`config.mk`:
```
export PLATFORM = sky130hd
export DESIGN_NAME = fft_iter_ctrl_unit
export DESIGN_NICKNAME = d
export VERILOG_FILES = /design/src/rtl/fft_iter_pkg.sv /design/src/rtl/valid_delay_line.sv /design/src/rtl/fft_iter_ctrl_unit.sv
export SDC_FILE = /design/constraint.sdc
export NUM_CORES = 1
export LEC_CHECK = 0
export ABC_AREA = 0
export BUFFER_PORTS_ARGS = -buffer_cell sky130_fd_sc_hd__buf_2
export CORE_MARGIN = 4
export CORE_UTILIZATION = 47
export DETAILED_ROUTE_END_ITERATION = 10
export GPL_TIMING_DRIVEN = 0
export HOLD_SLACK_MARGIN = 0.03
export PLACE_DENSITY = 0.72
export SLEW_MARGIN = 10
export SYNTH_ARGS = -nofsm -noshare
export SYNTH_HDL_FRONTEND = slang
export SYNTH_SLANG_ARGS = --single-unit
```
`constraint.sdc`:
```
create_clock -name clk -period 1.65 [get_ports clk]
set_clock_uncertainty 0.1 [all_clocks]
set_input_delay 0.33 -clock clk [delete_from_list [all_inputs] [get_ports clk]]
set_output_delay 0.33 -clock clk [all_outputs]
set_load 0.02 [all_outputs]
```
`src/rtl/fft_iter_pkg.sv`:
```
// Shared definitions for the iterative radix-2 DIT FFT sequencer:
// state encoding and a constant-foldable ceil(log2) helper.
package fft_iter_pkg;

  localparam logic [1:0] ST_IDLE   = 2'd0;
  localparam logic [1:0] ST_RUN    = 2'd1;
  localparam logic [1:0] ST_DRAIN  = 2'd2;
  localparam logic [1:0] ST_FINISH = 2'd3;

  typedef enum logic [1:0] {
    S_IDLE   = ST_IDLE,
    S_RUN    = ST_RUN,
    S_DRAIN  = ST_DRAIN,
    S_FINISH = ST_FINISH
  } state_t;

  // Smallest r with 2^r >= value; used for index and counter widths.
  function automatic int clog2(input int value);
    int r;
    r = 0;
    while ((1 << r) < value) begin
      r = r + 1;
    end
    return r;
  endfunction

endpackage

```
`src/rtl/valid_delay_line.sv`:
```
// 1-bit valid delay line: dout follows din DEPTH enabled clocks later.
// Synchronous clear empties every stage; en=0 freezes the whole line.
module valid_delay_line #(
  parameter int DEPTH = 3
) (
  input  logic clk,
  input  logic clr,
  input  logic en,
  input  logic din,
  output logic dout
);

  logic [DEPTH-1:0] stages;

  // Shift din into the bottom stage; the top stage is the delayed output.
  always_ff @(posedge clk) begin
    if (clr) begin
      stages <= '0;
    end else if (en) begin
      stages <= (stages << 1) | DEPTH'(din);
    end
  end

  assign dout = stages[DEPTH-1];

endmodule

```
`src/rtl/fft_iter_ctrl_unit.sv`:
```
// Sequencer for an iterative radix-2 DIT FFT. Walks AWL layers of
// 2^(AWL-1) butterflies, inserting a BF_LAT-cycle drain after every layer
// so in-place writes retire before the next layer starts reading.
// Also steers the twiddle address generator (W_EN / LAY_EN / W_CLR).
// Optional feature macro: FFT_CTRL_HOLD_EN adds a HOLD input that freezes
// the sequencer in RUN/DRAIN and masks all strobes while asserted.
module fft_iter_ctrl_unit
  import fft_iter_pkg::*;
#(
  parameter int AWL    = 5,
  parameter int BF_LAT = 3
) (
  input  logic                       clk,
  input  logic                       rst,
  input  logic                       start,
`ifdef FFT_CTRL_HOLD_EN
  input  logic                       hold,
`endif
  output logic                       rd_en,
  output logic                       wr_en,
  output logic [AWL-2:0]             bf_idx,
  output logic [clog2(AWL)-1:0]      lay_idx,
  output logic                       w_en,
  output logic                       lay_en,
  output logic                       w_clr,
  output logic                       busy,
  output logic                       done
);

  localparam int BW = AWL - 1;
  localparam int LW = clog2(AWL);
  localparam int CW = (BF_LAT > 1) ? clog2(BF_LAT) : 1;
  localparam logic [BW-1:0] BF_LAST  = {BW{1'b1}};
  localparam logic [LW-1:0] LAY_LAST = LW'(AWL - 1);
  localparam logic [CW-1:0] CNT_INIT = CW'(BF_LAT - 1);

  state_t        state;
  logic [BW-1:0] bf_r;
  logic [LW-1:0] lay_r;
  logic [CW-1:0] cnt_r;
  logic          rd_r;
  logic          lay_en_r;
  logic          busy_r;
  logic          done_r;
  logic          stall;
  logic          adv;
  logic          wr_dly;

  // A stall only means something while butterflies are in flight.
`ifdef FFT_CTRL_HOLD_EN
  assign stall = hold & ((state == S_RUN) | (state == S_DRAIN));
`else
  assign stall = 1'b0;
`endif
  assign adv = ~stall;

  // Main sequencer: state, indices, drain counter and registered strobes.
  always_ff @(posedge clk) begin
    if (rst) begin
      state    <= S_IDLE;
      bf_r     <= '0;
      lay_r    <= '0;
      cnt_r    <= '0;
      rd_r     <= 1'b0;
      lay_en_r <= 1'b0;
      busy_r   <= 1'b0;
      done_r   <= 1'b0;
    end else if (adv) begin
      case (state)
        S_IDLE: begin
          if (start) begin
            state    <= S_RUN;
            bf_r     <= '0;
            lay_r    <= '0;
            rd_r     <= 1'b1;
            lay_en_r <= 1'b0;
            busy_r   <= 1'b1;
          end
        end
        S_RUN: begin
          if (bf_r == BF_LAST) begin
            // Last butterfly issued this cycle; let the pipeline empty.
            state    <= S_DRAIN;
            cnt_r    <= CNT_INIT;
            rd_r     <= 1'b0;
            lay_en_r <= 1'b0;
          end else begin
            bf_r     <= bf_r + BW'(1);
            lay_en_r <= ((bf_r + BW'(1)) == BF_LAST);
          end
        end
        S_DRAIN: begin
          if (cnt_r == '0) begin
            if (lay_r == LAY_LAST) begin
              state  <= S_FINISH;
              done_r <= 1'b1;
            end else begin
              state    <= S_RUN;
              lay_r    <= lay_r + LW'(1);
              bf_r     <= '0;
              rd_r     <= 1'b1;
              lay_en_r <= 1'b0;
            end
          end else begin
            cnt_r <= cnt_r - CW'(1);
          end
        end
        S_FINISH: begin
          state  <= S_IDLE;
          done_r <= 1'b0;
          busy_r <= 1'b0;
        end
        default: begin
          state    <= S_IDLE;
          bf_r     <= '0;
          lay_r    <= '0;
          cnt_r    <= '0;
          rd_r     <= 1'b0;
          lay_en_r <= 1'b0;
          busy_r   <= 1'b0;
          done_r   <= 1'b0;
        end
      endcase
    end
  end

  // Write strobe is the read strobe delayed by the butterfly latency.
  valid_delay_line #(
    .DEPTH (BF_LAT)
  ) u_wr_dly (
    .clk  (clk),
    .clr  (rst),
    .en   (adv),
    .din  (rd_r),
    .dout (wr_dly)
  );

  // W_CLR must clear the twiddle generator in the accept cycle itself so
  // its address is 0 when the first butterfly reads; hence decoded from
  // the registered state and the live START, masked during reset.
  assign w_clr   = (state == S_IDLE) & start & ~rst;
  assign rd_en   = rd_r & adv;
  assign w_en    = rd_r & adv;
  assign lay_en  = lay_en_r & adv;
  assign wr_en   = wr_dly & adv;
  assign bf_idx  = bf_r;
  assign lay_idx = lay_r;
  assign busy    = busy_r;
  assign done    = done_r;

endmodule

```
==> metrics.txt <==
# TYPE chip_impl_metric gauge
chip_impl_metric{name="clock_insertion_delay_worst_skew",unit="ns"} 0.30
chip_impl_metric{name="crit_path_max_fanout",unit=""} 6
chip_impl_metric{name="die_width",unit="µm"} 51.8
chip_impl_metric{name="multiInputGateArea",unit="µm²"} 557
chip_impl_info{name="critical_path_cell_list",value="nor2b_4 -> nor2b_4 -> nor2b_4 -> buf_6"} 1
chip_impl_metric{name="global_route.overflow_total",unit=""} 0
chip_impl_metric{name="dr.first_iter.drc_count",unit=""} 17
chip_impl_metric{name="synthesis.nets",unit=""} 111
chip_impl_metric{name="wl_per_cell",unit="µm"} 14.1
chip_impl_metric{name="core_area",unit="mm²"} 0.00178
chip_impl_metric{name="std_cell_rows",unit=""} 15
chip_impl_info{name="worst_hold_path_type",value="input port to flip-flop"} 1
chip_impl_info{name="outcome",value="finished with violations"} 1
chip_impl_metric{name="cts-root-to-sink-buffers",unit=""} 2
chip_impl_metric{name="initial_utilization",unit=""} 0.507
chip_impl_metric{name="dr_total_vias",unit=""} 849
chip_impl_metric{name="port_buffers",unit=""} 15
chip_impl_metric{name="setup_viol",unit=""} 1
chip_impl_metric{name="hold_buffers",unit=""} 0
chip_impl_metric{name="drv_cap",unit=""} 0
chip_impl_metric{name="postRouteWirelength",unit="µm"} 2170
chip_impl_metric{name="maxSlewHeadroom",unit=""} 0.640
chip_impl_metric{name="synth_sequential_area_ratio",unit=""} 0.399
chip_impl_metric{name="final_period_minus_worst_setup_slack",unit="ns"} 1.66
chip_impl_metric{name="seqCellArea",unit="µm²"} 375
chip_impl_metric{name="vdd_drop_max",unit="mV"} 0.633
chip_impl_metric{name="place.detailed.instances",unit=""} 143
chip_impl_info{name="worst_path_max_delay_cell",value="sky130_fd_sc_hd__dfxtp_4"} 1
chip_impl_metric{name="timing_max_transition_violations_final",unit=""} 0
chip_impl_metric{name="grt_antenna_before_repair",unit=""} 0
chip_impl_metric{name="ant_nets",unit=""} 0
chip_impl_metric{name="cp_data_required_time",unit="ns"} 1.22
chip_impl_info{name="worst_setup_path_end_kind",value="output pin"} 1
chip_impl_metric{name="cts.clk_slew.worst_paths",unit="ns"} 0.11
chip_impl_metric{name="tritoncts.num_buffers",unit=""} 3
chip_impl_metric{name="boundaryPins",unit=""} 17
chip_impl_metric{name="area_of_the_die",unit="mm²"} 0.00269
chip_impl_metric{name="timing.final.ws_setup",unit="ns"} -0.0101
chip_impl_metric{name="place_ws",unit="ns"} -0.0531
chip_impl_metric{name="first_pass_iteration_count_of_the_detailed_router",unit=""} 4
chip_impl_metric{name="timing_hold_violations_final",unit=""} 0
chip_impl_info{name="flip_flop_cell_with_the_highest_count_after_synthesis",value="sky130_fd_sc_hd__dfxtp_1"} 1
chip_impl_metric{name="area_delta_synth_final",unit="%"} 31.0
chip_impl_info{name="grt_setup_unrepaired",value="yes"} 1
chip_impl_metric{name="max_clock_freq",unit="GHz"} 0.602
chip_impl_metric{name="die_height",unit="µm"} 51.8
chip_impl_metric{name="grt_first_pass_wirelength",unit="µm"} 3310
chip_impl_info{name="timing_worst_setup_path_type",value="flip-flop to output pin"} 1
chip_impl_metric{name="setup_total_negative_slack",unit="ns"} -0.0101
chip_impl_metric{name="async_reset_ff_frac",unit=""} 0
chip_impl_info{name="root_buffer",value="sky130_fd_sc_hd__clkbuf_4"} 1
chip_impl_info{name="worstSetupStartpointType",value="flip-flop"} 1
chip_impl_metric{name="timing.critical_path.arrival",unit="ns"} 1.23
chip_impl_metric{name="synth_cells",unit=""} 103
chip_impl_metric{name="grt_pass1_vias",unit=""} 725
chip_impl_metric{name="detail_route.vias_per_cell",unit=""} 5.51
chip_impl_info{name="cts_tree",value="done"} 1
chip_impl_info{name="violations_in_the_final_reports",value="negative setup slack"} 1
chip_impl_metric{name="ys_ff_latch",unit=""} 18
chip_impl_metric{name="crit_path_max_incr_delay",unit="ns"} 0.38
chip_impl_metric{name="grt_util_all_layers",unit=""} 0.164
chip_impl_metric{name="final.period_utilization",unit=""} 1.01
chip_impl_metric{name="final_net_count",unit=""} 138
chip_impl_metric{name="nFillCells",unit=""} 150
chip_impl_metric{name="antenna_cells",unit=""} 0
chip_impl_metric{name="timing_worst_slew_pin_value",unit="ns"} 0.540
chip_impl_metric{name="gpl_wtd_cong",unit=""} 0.890
chip_impl_metric{name="avgSynthCellArea",unit="µm²"} 8.77
chip_impl_info{name="critical_path.most_common_cell",value="sky130_fd_sc_hd__nor2b_4"} 1
chip_impl_metric{name="design_power_total",unit="mW"} 0.977
chip_impl_metric{name="post-route-drc-count",unit=""} 0
chip_impl_metric{name="post_synth_num_cell_types",unit=""} 36
chip_impl_metric{name="drive_gt1_frac",unit=""} 0.395
chip_impl_metric{name="syn_area",unit="µm²"} 903
chip_impl_metric{name="r2r_cell_count",unit=""} 6
chip_impl_metric{name="min_path_cells",unit=""} 2
chip_impl_metric{name="postLayoutCoreUtil",unit=""} 0.664
chip_impl_metric{name="p_per_area",unit="mW/mm²"} 826
chip_impl_metric{name="stdcell_count",unit=""} 154
chip_impl_metric{name="number_of_synthesized_flops_with_an_enable_pin",unit=""} 0
chip_impl_metric{name="leakagePower",unit="nW"} 0.478
chip_impl_metric{name="yosysWarningCount",unit=""} 0
chip_impl_metric{name="maximum_number_of_pins_on_one_net_before_global_route_repair",unit=""} 11
chip_impl_metric{name="dp.final_hpwl",unit="µm"} 1330
chip_impl_metric{name="tritoncts_num_sinks",unit=""} 18
chip_impl_metric{name="clock_tree.htree_level_count",unit=""} 1
flip-flops by register name, indices dropped and copies added (netlist names), 2 cells and up:
register / cells
bf_idx: 4
u_wr_dly.stages: 3
cnt_r: 2
lay_idx: 3
state: 2
worst paths after layout:
path	slack, ns	start	end
setup / recovery	-0.01	state[0]	w_clr
hold / removal	0.35	rst	cnt_r[0]
setup reg to reg	0	lay_idx[0]	lay_idx[0]
hold reg to reg	0.36	u_wr_dly.stages[0]	u_wr_dly.stages[1]
cell usage in the layout, fill, tap and decap left out, types with 4 or more instances in the layout:
| cell | n |
|---|---|
| sky130_fd_sc_hd__a21oi_1 | 9 |
| sky130_fd_sc_hd__a211oi_1 | 4 |
| sky130_fd_sc_hd__nor2b_1 | 5 |
| sky130_fd_sc_hd__nor2_1 | 5 |
| sky130_fd_sc_hd__buf_4 | 9 |
| sky130_fd_sc_hd__o21ai_0 | 4 |
| sky130_fd_sc_hd__inv_1 | 5 |
| sky130_fd_sc_hd__dfxtp_1 | 12 |
| sky130_fd_sc_hd__buf_2 | 15 |
cells in the mapped netlist (all sizes together) (2+ instances only):
master  instances  area, µm²
a211oi          5       42.5
a21oi          10       50.1
a31oi           2       12.5
and3            2       12.5
buf             3       17.5
clkbuf          2       7.51
dfxtp          18        360
ha              5       62.6
inv             6       22.5
nand2           4       15.0
nand2b          3       18.8
nand3           2       10.0
nor2            5       18.8
nor2b           9       56.3
nor3            2       10.0
o21ai           6       30.0
o21bai          2       15.0
or3             3       18.8
worst max-delay path, delay by kind of cell, from the launching register on:
family                 cells  cell delay, ns
DFF                        1            0.38
buffers and inverters      1            0.12
and+or+nand+nor            3            0.43
routing by layer:
layer	GRT usage	share of wire
met5	0	0
met4	0.0262	0.0046
met3	0.0516	0.050
met2	0.276	0.51
met1	0.208	0.43
per-stage QoR:
step	cell area (µm²)	hold WS (ns)
2_1_floorplan	906	0.314
3_3_place_gp	1010	0.320
3_5_place_dp	1010	0.328
4_1_cts	1100	0.325
5_1_grt	1180	0.376
6_report	1180	0.349
report_power, final:
group | internal, mW | leakage (nW) | switching (mW)
combinational | 0.101 | 0.307 | 0.123
clock | 0.135 | 0.0210 | 0.140
sequential | 0.457 | 0.150 | 0.0212
kinds of logic (layout without fill, tap and decap cells):
family	Yosys count	in the layout	share of synthesized area
compound gates	31	31	0.226
xor+xnor	2	2	0.0194
fa+ha+maj	5	5	0.0693
buf+inv	11	37	0.0526
flops	18	18	0.399
simple gates	36	36	0.234
cell type report:
cell class,instances,area share
multi-input combinational,74,0.470
sequential,18,0.317
timing repair buffer,22,0.113
clock buffer,4,0.0307
tap,25,0.0264
buffer,5,0.0233
inverter,6,0.0190
timing repair:
item | CTS | global route
pin swaps | 0 | 1
buffers inserted | 1 | 6
resized for setup | 12 | 12
setup endpoints to repair | 3 | 8
cloned | 0 | 0
Note: power is estimated with default switching activity, not from simulation.
